File: config.mk
export PLATFORM = sky130hd
export DESIGN_NAME = pulse_cmd_scheduler
export DESIGN_NICKNAME = d
export VERILOG_FILES = /design/src/rtl/pulse_cmd_scheduler.sv
export SDC_FILE = /design/constraint.sdc
export NUM_CORES = 1
export LEC_CHECK = 0
export ABC_AREA = 1
export CAP_MARGIN = 25
export CORE_AREA = 5 5 112 114
export CTS_CLUSTER_SIZE = 8
export DETAILED_ROUTE_END_ITERATION = 7
export DIE_AREA = 0 0 117 119
export HOLD_SLACK_MARGIN = 0.06
export PLACE_DENSITY = 0.78
export SLEW_MARGIN = 30
export SYNTH_ARGS = -nofsm -noshare
export SYNTH_HDL_FRONTEND = slang
export SYNTH_SLANG_ARGS = --single-unit
File: constraint.sdc
create_clock -name clk -period 2.1 [get_ports clk]
set_input_delay 0.42 -clock clk [delete_from_list [all_inputs] [get_ports clk]]
set_output_delay 0.42 -clock clk [all_outputs]
set_load 0.01 [all_outputs]
File: src/rtl/pulse_cmd_scheduler.sv
// Arbitrates pulse-generator FIFO writes between the start-up sequence, periodic
// sync commands and two requesters; counts sync ticks lost to back-pressure.
module pulse_cmd_scheduler #(
  parameter int CNT_W = 16,
  parameter int INT_W = 24
) (
  input  logic             clk,
  input  logic             rst,
  input  logic             start,
  input  logic             stop,
  input  logic [23:0]      cfg_period,
  input  logic [INT_W-1:0] cfg_sync_interval,
  input  logic [15:0]      cfg_sync_coarse,
  input  logic [7:0]       cfg_sync_fine,
  input  logic [31:0]      req0_data,
  input  logic             req0_valid,
  output logic             req0_ready,
  input  logic [31:0]      req1_data,
  input  logic             req1_valid,
  output logic             req1_ready,
  input  logic             fifo_full,
  output logic [31:0]      fifo_din,
  output logic             fifo_wr,
  output logic             running,
  output logic [CNT_W-1:0] missed_count
);

  typedef enum logic [1:0] {IDLE, SEND_PERIOD, SEND_RESET, RUN} state_e;

  state_e           state_q, state_d;
  logic [INT_W-1:0] timer_q, timer_d;
  logic             pend_q, pend_d;
  logic [CNT_W-1:0] missed_q, missed_d;
  logic             rr_q, rr_d;  // 0: req0 favoured on a tie, 1: req1

  logic in_send, in_run, tick, seq_wr, sync_wr, gnt0, gnt1, elig0, elig1;

  always_comb begin
    in_send = (state_q == SEND_PERIOD) || (state_q == SEND_RESET);
    in_run  = (state_q == RUN);
    tick    = in_run && (cfg_sync_interval != '0) &&
              (timer_q >= cfg_sync_interval - INT_W'(1));
    seq_wr  = 1'b0;
    sync_wr = 1'b0;
    gnt0    = 1'b0;
    gnt1    = 1'b0;
    elig0   = req0_valid && ((state_q == IDLE) || in_run);
    elig1   = req1_valid && in_run;
    if (!rst && !fifo_full) begin
      // stop abandons a sequence word that has not gone out yet
      if (in_send)              seq_wr  = !stop;
      else if (in_run && pend_q) sync_wr = 1'b1;
      else begin
        gnt0 = elig0 && (!elig1 || !rr_q);
        gnt1 = elig1 && (!elig0 ||  rr_q);
      end
    end
    fifo_wr    = seq_wr | sync_wr | gnt0 | gnt1;
    req0_ready = gnt0;
    req1_ready = gnt1;
    fifo_din   = 32'h0;
    if (seq_wr)       fifo_din = (state_q == SEND_PERIOD) ? {8'h02, cfg_period} : 32'h0;
    else if (sync_wr) fifo_din = {8'h01, cfg_sync_coarse, cfg_sync_fine};
    else if (gnt0)    fifo_din = req0_data;
    else if (gnt1)    fifo_din = req1_data;
  end

  always_comb begin
    state_d = state_q;
    if (stop) state_d = IDLE;
    else begin
      case (state_q)
        IDLE:        if (start)  state_d = SEND_PERIOD;
        SEND_PERIOD: if (seq_wr) state_d = SEND_RESET;
        SEND_RESET:  if (seq_wr) state_d = RUN;
        RUN:         if (start)  state_d = SEND_PERIOD;
        default:                 state_d = IDLE;
      endcase
    end

    // Timer restarts from 0 on RUN entry and idles at 0 elsewhere
    timer_d = '0;
    if (in_run && (state_d == RUN) && (cfg_sync_interval != '0))
      timer_d = tick ? '0 : timer_q + INT_W'(1);

    pend_d = pend_q;
    if (state_d != RUN) pend_d = 1'b0;
    else if (tick)      pend_d = 1'b1;
    else if (sync_wr)   pend_d = 1'b0;

    missed_d = missed_q;
    if (start) missed_d = '0;
    else if (tick && pend_q && !sync_wr && !(&missed_q)) missed_d = missed_q + CNT_W'(1);

    rr_d = rr_q;
    if (gnt0)      rr_d = 1'b1;
    else if (gnt1) rr_d = 1'b0;
  end

  always_ff @(posedge clk or posedge rst) begin
    if (rst) begin
      state_q  <= IDLE;
      timer_q  <= '0;
      pend_q   <= 1'b0;
      missed_q <= '0;
      rr_q     <= 1'b0;
    end else begin
      state_q  <= state_d;
      timer_q  <= timer_d;
      pend_q   <= pend_d;
      missed_q <= missed_d;
      rr_q     <= rr_d;
    end
  end

  assign running      = in_run;
  assign missed_count = missed_q;

endmodule

==> out/results.txt <==
die height = 119 um
CP endpoint kind = flop
Syn Nets = 838
CP startpoint kind = input pin
reg2reg start = state_q[0]
Horiz. Die Dim = 117 um
Final Setup Violations = 75
die area = 13920 um^2
GPL Wtd Cong = 0.9238
unrepaired setup endpoints after global routing = true
Root Buffer Master = clkbuf_16
slowest stage delay, CP = 0.48 ns
violated checks = negative setup slack
area of the core = 11320 um^2
register bit total from synthesis = 44
largest net degree at the start of global routing = 45
Tot Pwr = 2640 uW
Clock H-tree levels = 2
layout cell share with drive strength beyond 1 = 0.3303
1st-pass router iterations = 4
CP Launch Point = cfg_sync_interval[13]
drt wl/cell = 16.38 um
nets = 1147
Antenna Nets Post-Route = 0
Worst-Margin Slew = 0.5110 ns
clk_skew = 0.007043 ns
Lkg Pwr = 0.003776 uW
sequential share of the synthesized area = 0.2521
CTS tree = yes
Pins Over Slew Limit = 0
final hold vios = 0
global route total overflow = 0
initial drt markers = 288
Detailed Route WL = 18.31 mm
r2r worst-path depth = 14
Final Cycle Share = 1.367
Hold Path Class = in2async
Setup crit end = missed_count[11]
Max Clk Rate = 348.4 MHz
Initial Util = 0.3858
I/O Pins = 195
clk buf depth = 2
initial antenna violation count = 5
Clock Latency Late Sink = 0.28 ns
synth warn = 0
clk sinks = 44
IO buf count = 194
vias in the first global route = 5270
crit path time final = 2.871 ns
final worst slack = -0.7706 ns
gr usage total = 0.2328
Worst EP required = 2.27 ns
HPWL after DPL = 12.46 mm
Cell Rows = 39
Max Cap Violations = 0
Hold-fix buffers, CTS = 0
clk slew on worst S/H paths = 0.06 ns
cells along the critical path = clkdlybuf4s50_1, nor2_2, nand3_2, nor2_4, buf_4, nand2_1, xnor2_1, inv_1, ha_1, nand2_1, inv_2, nand2_1, nand2_1, nand2_1, nand2_1, a21oi_2, nand2_2, nand3_4, nand2_4, nand2_1, nand2_1
Data arrival, critical path = 3.04 ns
Placed Instances = 1066
flop-to-flop setup slack = -0.19 ns
Worst Setup Path Type = in2reg
post-synth design cell area = 4368 um^2
commonest cells after routing, fill and taps aside = 182 x nand2_1, 143 x clkdlybuf4s50_1, 82 x buf_4
first-pass GRT wire length = 26.10 mm
DRC Markers = 0
Syn-to-layout area delta = 89.66%
pwr dens = 318.7 nW/um^2
Post-synth EDFFs = 0
Crit path top cell by count = nand2_1
crit-path max FO = 8
Max-slew headroom = 0.6562
Post-Synthesis Cells = 665
R2R Path End = timer_q[5]
vias per cell = 4.969
number of diodes = 0
VDD IR max = 0.2833 mV
Syn Area/Cell = 6.568 um^2
Main synth FF type = dfrtp_1
status = complete, but fails checks
asr flop ratio synth = 1.000
Synth cell types = 37
post-route insts no fill = 1118
commonest non-fill, non-tap cell in the layout = nand2_1
vias = 5555
critical path's slowest cell = clkdlybuf4s50_1
CTS buffer count = 5
pre-CTS WS = -1.501 ns
per-layer routing:
layer / global-route usage / vias to the layer above / part of all wire / routed length [um]
met1: 0.3108 / 2538 / 0.41 / 7444
li1: - / 2764 / - / -
met4: 0.05663 / 10 / 0.018 / 325
met5: 0 / - / 0.0037 / 68
met2: 0.3809 / 204 / 0.50 / 9110
met3: 0.05223 / 39 / 0.074 / 1361
Yosys cell counts, drive strengths merged (7+ instances only):
cell | number | share of area
a21oi | 13 | 0.015
inv | 63 | 0.054
xor2 | 35 | 0.070
nand3 | 39 | 0.047
nand2 | 225 | 0.20
dfrtp | 44 | 0.25
xnor2 | 17 | 0.034
nor3 | 16 | 0.021
buf | 7 | 0.012
nor2 | 103 | 0.10
nand4 | 37 | 0.053
clkbuf | 10 | 0.0086
ha | 30 | 0.086
worst max-delay path, delay by kind of cell:
kind                       cells  cell delay, ns
AOI/OAI and AO/OA              1            0.11
xor gates and xnor gates       1            0.15
buffers and inverters          4            0.71
adders and majority gates      1            0.26
and+or+nand+nor               14            1.39
sequential cells by signal, summed over array words and instances (netlist names):
signal and flops:
timer_q 24, missed_count 16, state_q 2, pend_q 1, rr_q 1
cell families (layout without fill, tap and decap cells):
| kind of cell | Yosys count | in the layout | share of synthesized area |
|---|---|---|---|
| flip-flops | 44 | 44 | 0.2521 |
| AO/OA/AOI/OAI | 32 | 32 | 0.04726 |
| AND/OR/NAND/NOR | 426 | 427 | 0.4345 |
| buffers and inverters | 81 | 390 | 0.07591 |
| adder cells (fa/ha/maj) | 30 | 30 | 0.08594 |
| XOR/XNOR | 52 | 52 | 0.1043 |
power by group:
group / switching, uW / internal [uW]
Sequential: 19.5 / 862
Clock: 305 / 559
Combinational: 386 / 508
per-stage QoR:
step / instance area, um^2 / hold WS, ns / util / setup TNS [ns]
global placement: 7144 / 0.4897 / 0.6311 / -81.42
finish: 8284 / 0.3601 / 0.7318 / -40.46
CTS: 7697 / 0.5090 / 0.6799 / -41.94
detailed placement: 7144 / 0.5002 / 0.6311 / -83.89
global route: 8284 / 0.4062 / 0.7318 / -49.13
floorplan: 4433 / 0.4707 / - / -27.41
repair_timing:
action / CTS / global route
gates cloned: 1 / 6
setup endpoints to repair: 76 / 76
setup buffers: 18 / 23
endpoints found under the hold margin: 0 / 0
pin swaps: 50 / 56
resized for setup: 178 / 172
layout make-up:
| cell class | count | area (um^2) |
|---|---|---|
| fill | 872 | 3037 |
| tap | 143 | 178.9 |
| clock buffer | 6 | 128.9 |
| sequential | 44 | 1104 |
| timing repair buffer | 318 | 3060 |
| multi-input combinational | 541 | 3503 |
| inverter | 64 | 274.0 |
| clock inverter | 2 | 35.03 |
how the worst min path moves through the flow:
stage                          start               end  slack (ns)  depth (start not counted)
after CTS                 timer_q[0]        timer_q[0]        0.51                          1
after global placement    timer_q[0]        timer_q[0]        0.49                          1
final                            rst  missed_count[15]        0.36                          4
after floorplan           timer_q[0]        timer_q[0]        0.47                          1
after detailed placement  timer_q[0]        timer_q[0]        0.50                          1
after global routing             rst            pend_q        0.41                          4
(Power assumes the default switching activity.)
==> RTL change 1: new RTL, same flow settings <==
Register the output `missed_count` once more, without a reset; this adds one clock of latency there. The other outputs are not delayed to match.
--- a/src/rtl/pulse_cmd_scheduler.sv
+++ b/src/rtl/pulse_cmd_scheduler.sv
@@ -114,7 +114,9 @@
   end
 
   assign running      = in_run;
-  assign missed_count = missed_q;
+  always_ff @(posedge clk) begin
+    missed_count <= missed_q;
+  end
 
 endmodule
 
Function: changed (a bounded check fails within 10 cycles, from zero or initial values and one cycle with rst high).
==> RTL change 1 against the original RTL <==
The flow still finishes with violations (negative setup slack); non-clock buffer count unchanged; critical path depth decreased by 1; sequential cell count increased by 16; worst setup slack improved by 0.18 ns; design area increased by 6.1%; power increased by 43%; maximum frequency increased by 6.9%; die area unchanged; routed wire length increased by 5.4%; clock power increased by 89%; count of clock-buffer cells in the layout increased by 7; area after synthesis increased by 6.8%; largest cell class unchanged.
==> RTL change 1: results (changes against the original RTL) <==
synth cell count leaders - 219 x nand2_1, 79 x nor2_1, 58 x inv_1
GRT Overall Usage - 25.6% (+2.4 points)
Skew-Pair Late Insertion Delay - 0.32 ns (+0.04 ns)
FF-to-FF End - timer_q[1]
register area share after synthesis - 30.5% (+5.3 points)
Netlist cell types - 36 (-2.7%)
worst slack, placed - -1.34 ns (+0.164 ns)
Root Buffer - clkbuf_16
comb pwr - 0.942 mW (+5.4%)
worst-path fanout max - 8 (unchanged)
share of power burned in registers - 31.7% (-1.7 points)
R2R depth - 13 (-1)
post-route setup slack - -0.586 ns (+0.185 ns)
CP max stage delay - 0.33 ns (-0.15 ns)
Least-Margin Pin Slew - 0.366 ns (-0.145 ns)
DRT Pass-1 Iters - 6 (+2)
Post-DP HPWL - 12.2 mm (-1.9%)
DR iter-0 viols - 488 (+69%)
Storage cell area - 0.00142 mm2 (+29%)
Final setup viols - 76 (+1.3%)
Switch Pwr - 0.921 mW (+30%)
status - finished with violations
Avg Cell Area, Syn - 6.88 um2 (+4.7%)
leakage - 4.03 nW (+6.8%)
initial antenna violation count - 0 (-5)
routed vias/inst - 5.11 (+2.8%)
Peak VDD IR - 0.487 mV (+72%)
reg2reg start - state_q[1]
dpl cell area - 0.00745 mm2 (+4.2%)
Nets - 1,164 (+1.5%)
Top reg by flops - timer_q
largest cells by area after synthesis - dfrtp_1 24%, nand2_1 18%, ha_1 8.0%
layout cell share with drive strength beyond 1 - 35.7% (+2.7 points)
Hold Startpoint - missed_q[5]
post-CTS setup buffer count - 31 (+13)
min-delay worst type - reg2reg
H-tree depth - 3 (+1)
fillers - 783 (-10%)
vias - 5,819 (+4.8%)
vias in the first global route - 5,734 (+8.8%)
first-pass GRT wire length - 28.4 mm (+8.7%)
setup TNS - -33.42 ns (+7.04 ns)
Crit-path slowest cell - ha_1
Crit. Startpoint - cfg_sync_interval[2]
# resized after CTS - 310 (+74%)
arrival time worst endpoint - 2.90 ns (-0.14 ns)
Num CTS Buffers - 9 (+4)
port bufs - 194 (unchanged)
Synth Net Count - 851 (+1.6%)
CP endpoint - missed_q[15]
failing checks - negative setup slack
GPL Wtd Cong - 0.872 (-5.6%)
Sw Ratio - 24.5% (-2.5 points)
dpl cells - 1,072 (+0.56%)
flop2flop setup slack - -0.15 ns (+0.04 ns)
Final Routed Wirelength - 19.3 mm (+5.4%)
asr flop ratio synth - 73.3% (-27 points)
hold slack - 0.448 ns (+0.0876 ns)
Final Skew - 0.00563 ns (-0.00141 ns)
## RTL change 1: cell families after synthesis
kind of cell / after synthesis / synth area share [%]
compound gates: 31 / 4.56
xor+xnor: 54 / 10.1
fa+ha+maj: 30 / 8.05
buf+inv: 78 / 6.81
flops: 60 / 30.5
simple gates: 425 / 40.0
## RTL change 1: area by class of cell
class	count	area share [%]
multi-input combinational	541	40.1
timing repair buffer	318	34.7
sequential	60	16.2
clock buffer	13	3.07
inverter	61	3.03
tap	143	2.04
clock inverter	3	0.783
## RTL change 1: layer usage
| metal | part of all wire (%) | global-route usage, % | up-vias | wire, um |
|---|---|---|---|---|
| li1 | - | - | 2825 | - |
| met1 | 41 | 33.1 | 2730 | 7830 |
| met2 | 51 | 42.8 | 214 | 9850 |
| met3 | 5.6 | 4.77 | 50 | 1090 |
| met4 | 2.7 | 8.46 | 0 | 521 |
| met5 | 0 | 0 | - | 0 |
==> RTL change 2: new RTL, same flow settings <==
Made on the original files. `INT_W`: 24 -> 12.
--- a/src/rtl/pulse_cmd_scheduler.sv
+++ b/src/rtl/pulse_cmd_scheduler.sv
@@ -2,7 +2,7 @@
 // sync commands and two requesters; counts sync ticks lost to back-pressure.
 module pulse_cmd_scheduler #(
   parameter int CNT_W = 16,
-  parameter int INT_W = 24
+  parameter int INT_W = 12
 ) (
   input  logic             clk,
   input  logic             rst,
Interface: changed (resized cfg_sync_interval); port bits go from 195 to 183. No check against the original RTL was run, so the function may have changed too.
==> RTL change 2 against the original RTL <==
The flow still finishes with violations (negative setup slack); design area is 20% lower; core utilization shrank 15 points; worst setup slack better by 0.47 ns; synthesized cell count down 25%; register-to-register slack better by 0.04 ns; clock power fell by 6.1%; combinational power down 15%; power fell by 17%; routed wire length fell by 21%; global-route usage decreased by 4.8 points; area after synthesis fell by 27%; sequential cell count down 12; critical endpoint is now fifo_din[15].
==> RTL change 2: results (changes against the original RTL) <==
layout cell share with drive strength beyond 1 - 36.0% (+3.0 points)
Synth Net Count - 650 (-22%)
routed length on met3 - 1.35 mm (-0.88%)
CP endpoint - fifo_din[15]
failing checks - negative setup slack
crit-path leading delay family - buffers and inverters
flop2flop setup slack - -0.15 ns (+0.04 ns)
register area share after synthesis - 25.0% (-0.25 points)
Netlist cell types - 33 (-11%)
sequential cell area share - 12.1% (-1.2 points)
post-route setup slack - -0.304 ns (+0.467 ns)
Crit-path slowest cell - dfrtp_1
arrival time worst endpoint - 1.98 ns (-1.06 ns)
fillers - 957 (+9.7%)
Final Skew - 0.00955 ns (+0.00251 ns)
vias - 4,369 (-21%)
Signal buffers - 261 (-18%)
initial antenna violation count - 0 (-5)
Peak VDD IR - 0.272 mV (-3.9%)
met2 wire length - 7.58 mm (-17%)
Final setup viols - 64 (-15%)
max FFs per register - 16 (-33%)
Post-DP HPWL - 9.65 mm (-23%)
DR iter-0 viols - 178 (-38%)
non-clk buf share - 39.2% (+2.2 points)
largest net degree at the start of global routing - 33 (-27%)
port bufs - 182 (-6.2%)
post-synthesis xor/xnor area fraction - 7.64% (-2.8 points)
post-synthesis compound-gate area fraction - 4.41% (-0.32 points)
Final Routed Wirelength - 14.5 mm (-21%)
Multi-In Gates - 409 (-24%)
status - finished with violations
footprint of the multi-input gates - 0.00270 mm2 (-23%)
adder-cell share of the synthesized area - 7.02% (-1.6 points)
GRT Overall Usage - 18.5% (-4.8 points)
FF-to-FF End - timer_q[2]
TritonCTS Sinks - 32 (-27%)
synth cell count leaders - 180 x nand2_1, 56 x nand3_1, 46 x nor2_1
Crit. Startpoint - state_q[0]
leakage - 3.14 nW (-17%)
-- RTL change 2: cell count changes in the layout (fill, tap and decap cells not counted), moves of 10 or more --
cell,before,now
clkdlybuf4s50_1,143,133
xor2_1,35,18
dfrtp_1,42,31
inv_1,51,37
xnor2_1,17,7
buf_4,82,51
nand3_2,19,34
ha_1,24,14
nand2_1,182,130
nor2_2,35,11
nor2_1,55,33
-- RTL change 2: power by group through the flow --
stage / Combinational, mW / Clock [mW] / Sequential (mW)
after global placement: 0.579 / 0 / 0.639
after global routing: 0.813 / 0.862 / 0.631
after detailed placement: 0.586 / 0 / 0.639
after floorplan: 0.175 / 0 / 0.639
after CTS: 0.680 / 0.827 / 0.631
final: 0.760 / 0.811 / 0.631
-- RTL change 2: layer usage --
metal,vias to the layer above,track usage [%]
met3,22,4.46
met5,-,0
li1,2141,-
met4,0,4.30
met2,182,34.7
met1,2024,20.7
-- RTL change 2: worst min path at each step --
stage | startpoint | to | slack (ns) | depth (start not counted)
after floorplan | rr_q | rr_q | 0.44 | 2
after global placement | rr_q | rr_q | 0.46 | 2
after detailed placement | timer_q[0] | timer_q[0] | 0.48 | 1
after CTS | rst | missed_count[7] | 0.40 | 3
after global routing | rst | missed_count[7] | 0.45 | 3
final | rst | missed_count[7] | 0.39 | 3
-- RTL change 2: cells by family (layout without fill, tap and decap cells) --
kind of cell / after synthesis / in the layout
fa+ha+maj: 18 / 18
compound gates: 20 / 20
flops: 32 / 32
buf+inv: 61 / 315
xor+xnor: 28 / 28
simple gates: 342 / 343
-- RTL change 2: worst reg2reg max path, delay by kind of cell, from the launching register on --
kind,cells,cell delay [ns]
and+or+nand+nor,6,0.67
buffers and inverters,5,0.50
adders and majority gates,1,0.33
DFF,1,0.39
AOI/OAI and AO/OA,1,0.27
